==> src/rtl/scan_pkg.sv <==
// Shared encodings and constants for the channel scan controller.
package scan_pkg;

    localparam int NCH = 4;

    typedef enum logic [1:0] {
        S_IDLE  = 2'd0,
        S_DWELL = 2'd1,
        S_GAP   = 2'd2
    } state_t;

    function automatic int max2(input int a, input int b);
        return (a > b) ? a : b;
    endfunction

endpackage

==> src/rtl/mask_next_sel.sv <==
// Circular priority search: first set mask bit strictly after cur.
// wrapped flags a result at or below cur; with cur = 3 it yields the lowest set bit.
module mask_next_sel
    import scan_pkg::*;
(
    input  logic [1:0] cur,
    input  logic [3:0] mask,
    output logic [1:0] nxt,
    output logic       wrapped
);

    logic [1:0] idx;
    logic       found;

    always_comb begin
        nxt   = cur;
        found = 1'b0;
        idx   = '0;
        for (int unsigned i = 1; i <= NCH; i++) begin
            idx = 2'(cur + i);
            if (!found && mask[idx]) begin
                nxt   = idx;
                found = 1'b1;
            end
        end
        wrapped = found && (nxt <= cur);
    end

endmodule

==> src/rtl/scan_select_seq.sv <==
// Steps a 2-bit decoder select through the enabled channels with a fixed
// dwell per channel and an optional blanking gap; all outputs registered.
module scan_select_seq
    import scan_pkg::*;
#(
    parameter int PRESCALE = 4,
    parameter int DEAD     = 1
) (
    input  logic       clk,
    input  logic       rst,
    input  logic       en,
    input  logic       hold,
    input  logic [3:0] ch_mask,
    output logic [1:0] sel,
    output logic       sel_valid,
    output logic       wrap
);

    localparam int CW = $clog2(max2(PRESCALE, DEAD) + 1);
    localparam logic [CW-1:0] DWELL_LAST = CW'(PRESCALE - 1);
    localparam logic [CW-1:0] GAP_LAST   = CW'(DEAD - 1);

    state_t        state_q, state_d;
    logic [CW-1:0] cnt_q, cnt_d;
    logic [1:0]    sel_d, nxt_q, nxt_d;
    logic          valid_d, wrap_d, pwrap_q, pwrap_d;
    logic [1:0]    srch_cur, srch_nxt;
    logic          srch_wrapped;

    // In IDLE, searching after channel 3 returns the lowest enabled channel.
    assign srch_cur = (state_q == S_IDLE) ? 2'b11 : sel;

    mask_next_sel u_next (
        .cur     (srch_cur),
        .mask    (ch_mask),
        .nxt     (srch_nxt),
        .wrapped (srch_wrapped)
    );

    always_comb begin
        state_d = state_q;
        cnt_d   = cnt_q;
        sel_d   = sel;
        valid_d = sel_valid;
        nxt_d   = nxt_q;
        pwrap_d = pwrap_q;
        wrap_d  = 1'b0;
        if (!en || (state_q != S_IDLE && ch_mask == '0 && !hold)) begin
            state_d = S_IDLE;
            cnt_d   = '0;
            sel_d   = '0;
            valid_d = 1'b0;
        end else if (!hold) begin
            case (state_q)
                S_IDLE: begin
                    if (ch_mask != '0) begin
                        state_d = S_DWELL;
                        cnt_d   = '0;
                        sel_d   = srch_nxt;
                        valid_d = 1'b1;
                    end
                end
                S_DWELL: begin
                    if (cnt_q == DWELL_LAST) begin
                        cnt_d = '0;
                        if (DEAD == 0) begin
                            sel_d  = srch_nxt;
                            wrap_d = srch_wrapped;
                        end else begin
                            state_d = S_GAP;
                            valid_d = 1'b0;
                            nxt_d   = srch_nxt;
                            pwrap_d = srch_wrapped;
                        end
                    end else begin
                        cnt_d = cnt_q + 1'b1;
                    end
                end
                S_GAP: begin
                    if (cnt_q == GAP_LAST) begin
                        state_d = S_DWELL;
                        cnt_d   = '0;
                        sel_d   = nxt_q;
                        valid_d = 1'b1;
                        wrap_d  = pwrap_q;
                    end else begin
                        cnt_d = cnt_q + 1'b1;
                    end
                end
                default: begin
                    state_d = S_IDLE;
                    cnt_d   = '0;
                    sel_d   = '0;
                    valid_d = 1'b0;
                end
            endcase
        end
    end

    always_ff @(posedge clk or posedge rst) begin
        if (rst) begin
            state_q   <= S_IDLE;
            cnt_q     <= '0;
            sel       <= '0;
            sel_valid <= 1'b0;
            wrap      <= 1'b0;
            nxt_q     <= '0;
            pwrap_q   <= 1'b0;
        end else begin
            state_q   <= state_d;
            cnt_q     <= cnt_d;
            sel       <= sel_d;
            sel_valid <= valid_d;
            wrap      <= wrap_d;
            nxt_q     <= nxt_d;
            pwrap_q   <= pwrap_d;
        end
    end

endmodule
==> config.mk <==
export PLATFORM = sky130hd
export DESIGN_NAME = scan_select_seq
export DESIGN_NICKNAME = d
export VERILOG_FILES = /design/src/rtl/scan_pkg.sv /design/src/rtl/mask_next_sel.sv /design/src/rtl/scan_select_seq.sv
export SDC_FILE = /design/constraint.sdc
export NUM_CORES = 1
export LEC_CHECK = 0
export ABC_AREA = 0
export CELL_PAD_IN_SITES_DETAIL_PLACEMENT = 1
export CELL_PAD_IN_SITES_GLOBAL_PLACEMENT = 1
export CORE_MARGIN = 2
export CORE_UTILIZATION = 41
export DETAILED_ROUTE_END_ITERATION = 8
export PLACE_DENSITY_LB_ADDON = 0.1
export SLEW_MARGIN = 15
export SYNTH_ARGS = -nofsm -noshare
export SYNTH_HDL_FRONTEND = slang
export SYNTH_SLANG_ARGS = --single-unit
==> constraint.sdc <==
create_clock -name clk -period 3.23 [get_ports clk]
set_input_delay 0.4845 -clock clk [delete_from_list [all_inputs] [get_ports clk]]
set_output_delay 0.4845 -clock clk [all_outputs]
set_load 0.01 [all_outputs]
==> run summary <==
## Placed design
- 0.902 — weighted congestion at the end of routability-driven global placement
- 1120 um^2 — cell area after placement
- 153 — count of placed standard cells including taps
- 0.284 ns — minimum setup slack after placement
- 2.05 mm — HPWL Detailed
- 11 — Buffers on Ports

## Clock tree
- sky130_fd_sc_hd__clkbuf_4 — clock root cell
- 0 — count of instances resized after the clock tree is built
- 2 — maximum clock path buffer count
- 3 — total clock buffers created by CTS
- 1 — number of H-tree branching levels
- 0.08 ns — clk slew on worst S/H paths
- 0 — number of buffers inserted to repair setup after CTS
- 11 — clock sinks
- yes — TritonCTS clock tree
- 0.28 ns — clock latency of the later-clocked register in the worst-skew pair
- 0 — hold-fix buffer count after cts

## Floorplanning
- 2250 um^2 — core outline area
- 17 — number of cell rows
- 0.438 — Initial Utilization
- 2820 um^2 — area of the die
- 12 — # IOs
- 53.1 um — Die Width
- 53.1 um — Die Height

## STA
- 0.302 ns — setup ws final
- 0 — Final setup viols
- 0 — count of final hold-check violations
- 0 — max-slew violation count
- 0.00549 ns — Clock Skew
- 0 ns — setup total negative slack
- 0.906 — share of the clock period used by the worst path after layout
- 2.93 ns — time the worst path needs with I/O delays and setup
- false — unrepaired setup endpoints after global routing
- 0.617 — Max-Slew Margin vs Limit
- 0.569 ns — slew at the pin closest to its max-slew limit
- 342 MHz — maximum operating frequency

## Run
- 0 — max-cap violations

## Logic synthesis
- 0.279 — proportion of synthesized chip area in sequential cells
- 116 — Gate Count Post-Synth
- 11 — number of storage elements in the synthesis netlist
- 0 — YS warnings
- 1.00 — async set-reset flop share out of synthesis
- 987 um^2 — Post-Syn Area
- 8.51 um^2 — syn_area_per_cell
- 133 — Synthesized Nets
- 38 — number of unique standard cell types used by synthesis
- sky130_fd_sc_hd__dfrtp_1 — top_reg_cell synth
- 0 — number of enable flip-flop cells after synthesis

## Global route
- 0 — initial antenna violation count
- 0.210 — GRT Resource Usage Total
- 0 — global route overflow
- 949 — vias in the first global route
- 12 — maximum number of pins on one net before global-route repair
- 4.30 mm — global-route wire length before repair

## Critical path
- sel_valid$_DFFE_PP0P_ — launching instance or port of the critical path
- pwrap_q$_DFFE_PP0P_ — reg-to-reg endpoint
- pwrap_q$_DFFE_PP0P_ — capture point of the critical path
- 0.30 ns — Register-to-Register Setup Slack
- 3.12 ns — data arrival time of the worst path
- sel_valid$_DFFE_PP0P_ — reg2reg start
- 11 — number of cells on the worst reg-to-reg path
- flop — Worst setup EP type
- 3.43 ns — critical path required time
- flop to flop — critical path start-end classification
- flop — Worst setup SP type
- 11 — critical path peak fanout

## Drt
- 0 — DRC violations left
- 0 — final antenna-violating net count
- 6.14 — post-DR vias/cell
- 6 — TritonRoute pass-1 iters
- 16.9 um — detail-routed net length per standard cell
- 2.65 mm — routed wire length
- 964 — vias after detailed routing
- 14 — DRC violation total after the first TritonRoute iteration

## Run status
- complete, no violations — outcome

## Power
- 0.233 — share of total power in the clock network
- 0.395 — Switching Share
- 384 nW/um^2 — power density cells
- 266 uW — cell internal power dissipation
- 174 uW — NetSw
- 0.415 — combinational group share of total power
- 0.202 mV — IR drop worst, VDD
- 440 uW — post-route total power
- 0.352 — sequential share of power
- 0.480 nW — leakage power total

## Min path
- flop to flop — Hold/Removal Path Class

## Finish
- 1150 um^2 — post-route standard cell area excluding fillers
- sky130_fd_sc_hd__nor2_1 — most common library cell in the layout ignoring fill and taps
- 293 — Layout fillers
- 16.2% — area added between synthesis and finish
- 0.0853 — layout cell share with drive strength beyond 1
- 147 — net total in the final layout
- 275 um^2 — register cell area after layout
- 629 um^2 — total area of multi-input combinational cells
- 157 — Non-Filler Instances
- 0 — final antenna diode count
- 12 x sky130_fd_sc_hd__nor2_1, 11 x sky130_fd_sc_hd__inv_1, 11 x sky130_fd_sc_hd__dfrtp_1, 11 x sky130_fd_sc_hd__clkdlybuf4s50_1 — commonest non-fill, non-tap cells in the layout

state kept, by name, indices dropped and copies added (netlist names):
| signal | count |
|---|---|
| sel | 2 |
| state_q | 1 |
| nxt_q | 2 |
| wrap | 1 |
| sel_valid | 1 |
| pwrap_q | 1 |
| cnt_q | 3 |
routing by layer:
layer,vias up,global-route usage,share of wire
li1,453,-,-
met1,487,0.251,0.46
met2,20,0.390,0.51
met3,4,0.0254,0.023
met4,0,0.0556,0.0098
met5,-,0,0
kinds of logic after synthesis:
kind of cell / after synthesis / synth area share
AOI/OAI and AO/OA: 34 / 0.276
adders and majority gates: 9 / 0.114
buffers and inverters: 17 / 0.0836
DFF: 11 / 0.279
muxes: 4 / 0.0406
and+or+nand+nor: 41 / 0.207
worst min-delay path by stage:
stage | startpoint | end | depth (start not counted)
global route | nxt_q[1]$_DFFE_PP0P_ | nxt_q[1]$_DFFE_PP0P_ | 2
finish | nxt_q[1]$_DFFE_PP0P_ | nxt_q[1]$_DFFE_PP0P_ | 2
CTS | nxt_q[1]$_DFFE_PP0P_ | nxt_q[1]$_DFFE_PP0P_ | 2
floorplan | rst | cnt_q[0]$_DFFE_PP0P_ | 1
global placement | cnt_q[1]$_DFFE_PP0P_ | cnt_q[1]$_DFFE_PP0P_ | 2
detailed placement | nxt_q[1]$_DFFE_PP0P_ | nxt_q[1]$_DFFE_PP0P_ | 2
power groups by stage:
| stage | Clock, mW | Combinational, mW | Sequential, mW |
|---|---|---|---|
| 2_1_floorplan | 0 | 0.123 | 0.154 |
| 3_3_place_gp | 0 | 0.176 | 0.157 |
| 3_5_place_dp | 0 | 0.180 | 0.157 |
| 4_1_cts | 0.100 | 0.182 | 0.155 |
| 5_1_grt | 0.105 | 0.202 | 0.156 |
| 6_report | 0.102 | 0.183 | 0.155 |
metrics by stage:
step,hold WS [ns],util
after global placement,0.493,0.497
after floorplan,0.337,-
after detailed placement,0.480,0.497
after CTS,0.497,0.509
final,0.495,0.509
after global routing,0.523,0.509
final cells by class:
class,instances,area share
flip-flops and latches,11,0.240
multi-input cells,88,0.549
inverters,11,0.0360
repair buffers,15,0.122
clock buffers,4,0.0229
well taps,28,0.0305
critical path, stage by stage, from the launching register on:
cell and delay, ns:
sky130_fd_sc_hd__dfrtp_1 0.44, sky130_fd_sc_hd__inv_1 0.09, sky130_fd_sc_hd__ha_1 0.35, sky130_fd_sc_hd__nor2_1 0.32, sky130_fd_sc_hd__mux2i_1 0.28, sky130_fd_sc_hd__nor2_1 0.09
sky130_fd_sc_hd__o311ai_0 0.30, sky130_fd_sc_hd__o21ai_0 0.15, sky130_fd_sc_hd__ha_1 0.31, sky130_fd_sc_hd__a2111oi_1 0.34, sky130_fd_sc_hd__a21oi_1 0.08, sky130_fd_sc_hd__o31ai_1 0.07
synth_stat cells, drive strengths merged, types with 3 or more instances:
| library cell | number | area share |
|---|---|---|
| buf | 6 | 0.042 |
| a21oi | 4 | 0.020 |
| dfrtp | 11 | 0.28 |
| nand2 | 9 | 0.034 |
| nor2 | 12 | 0.046 |
| ha | 9 | 0.11 |
| o31ai | 4 | 0.035 |
| mux2i | 4 | 0.041 |
| inv | 11 | 0.042 |
| nand3 | 5 | 0.025 |
| nor3 | 3 | 0.015 |
| o21ai | 8 | 0.041 |
Note: power is estimated with default switching activity, not from simulation.
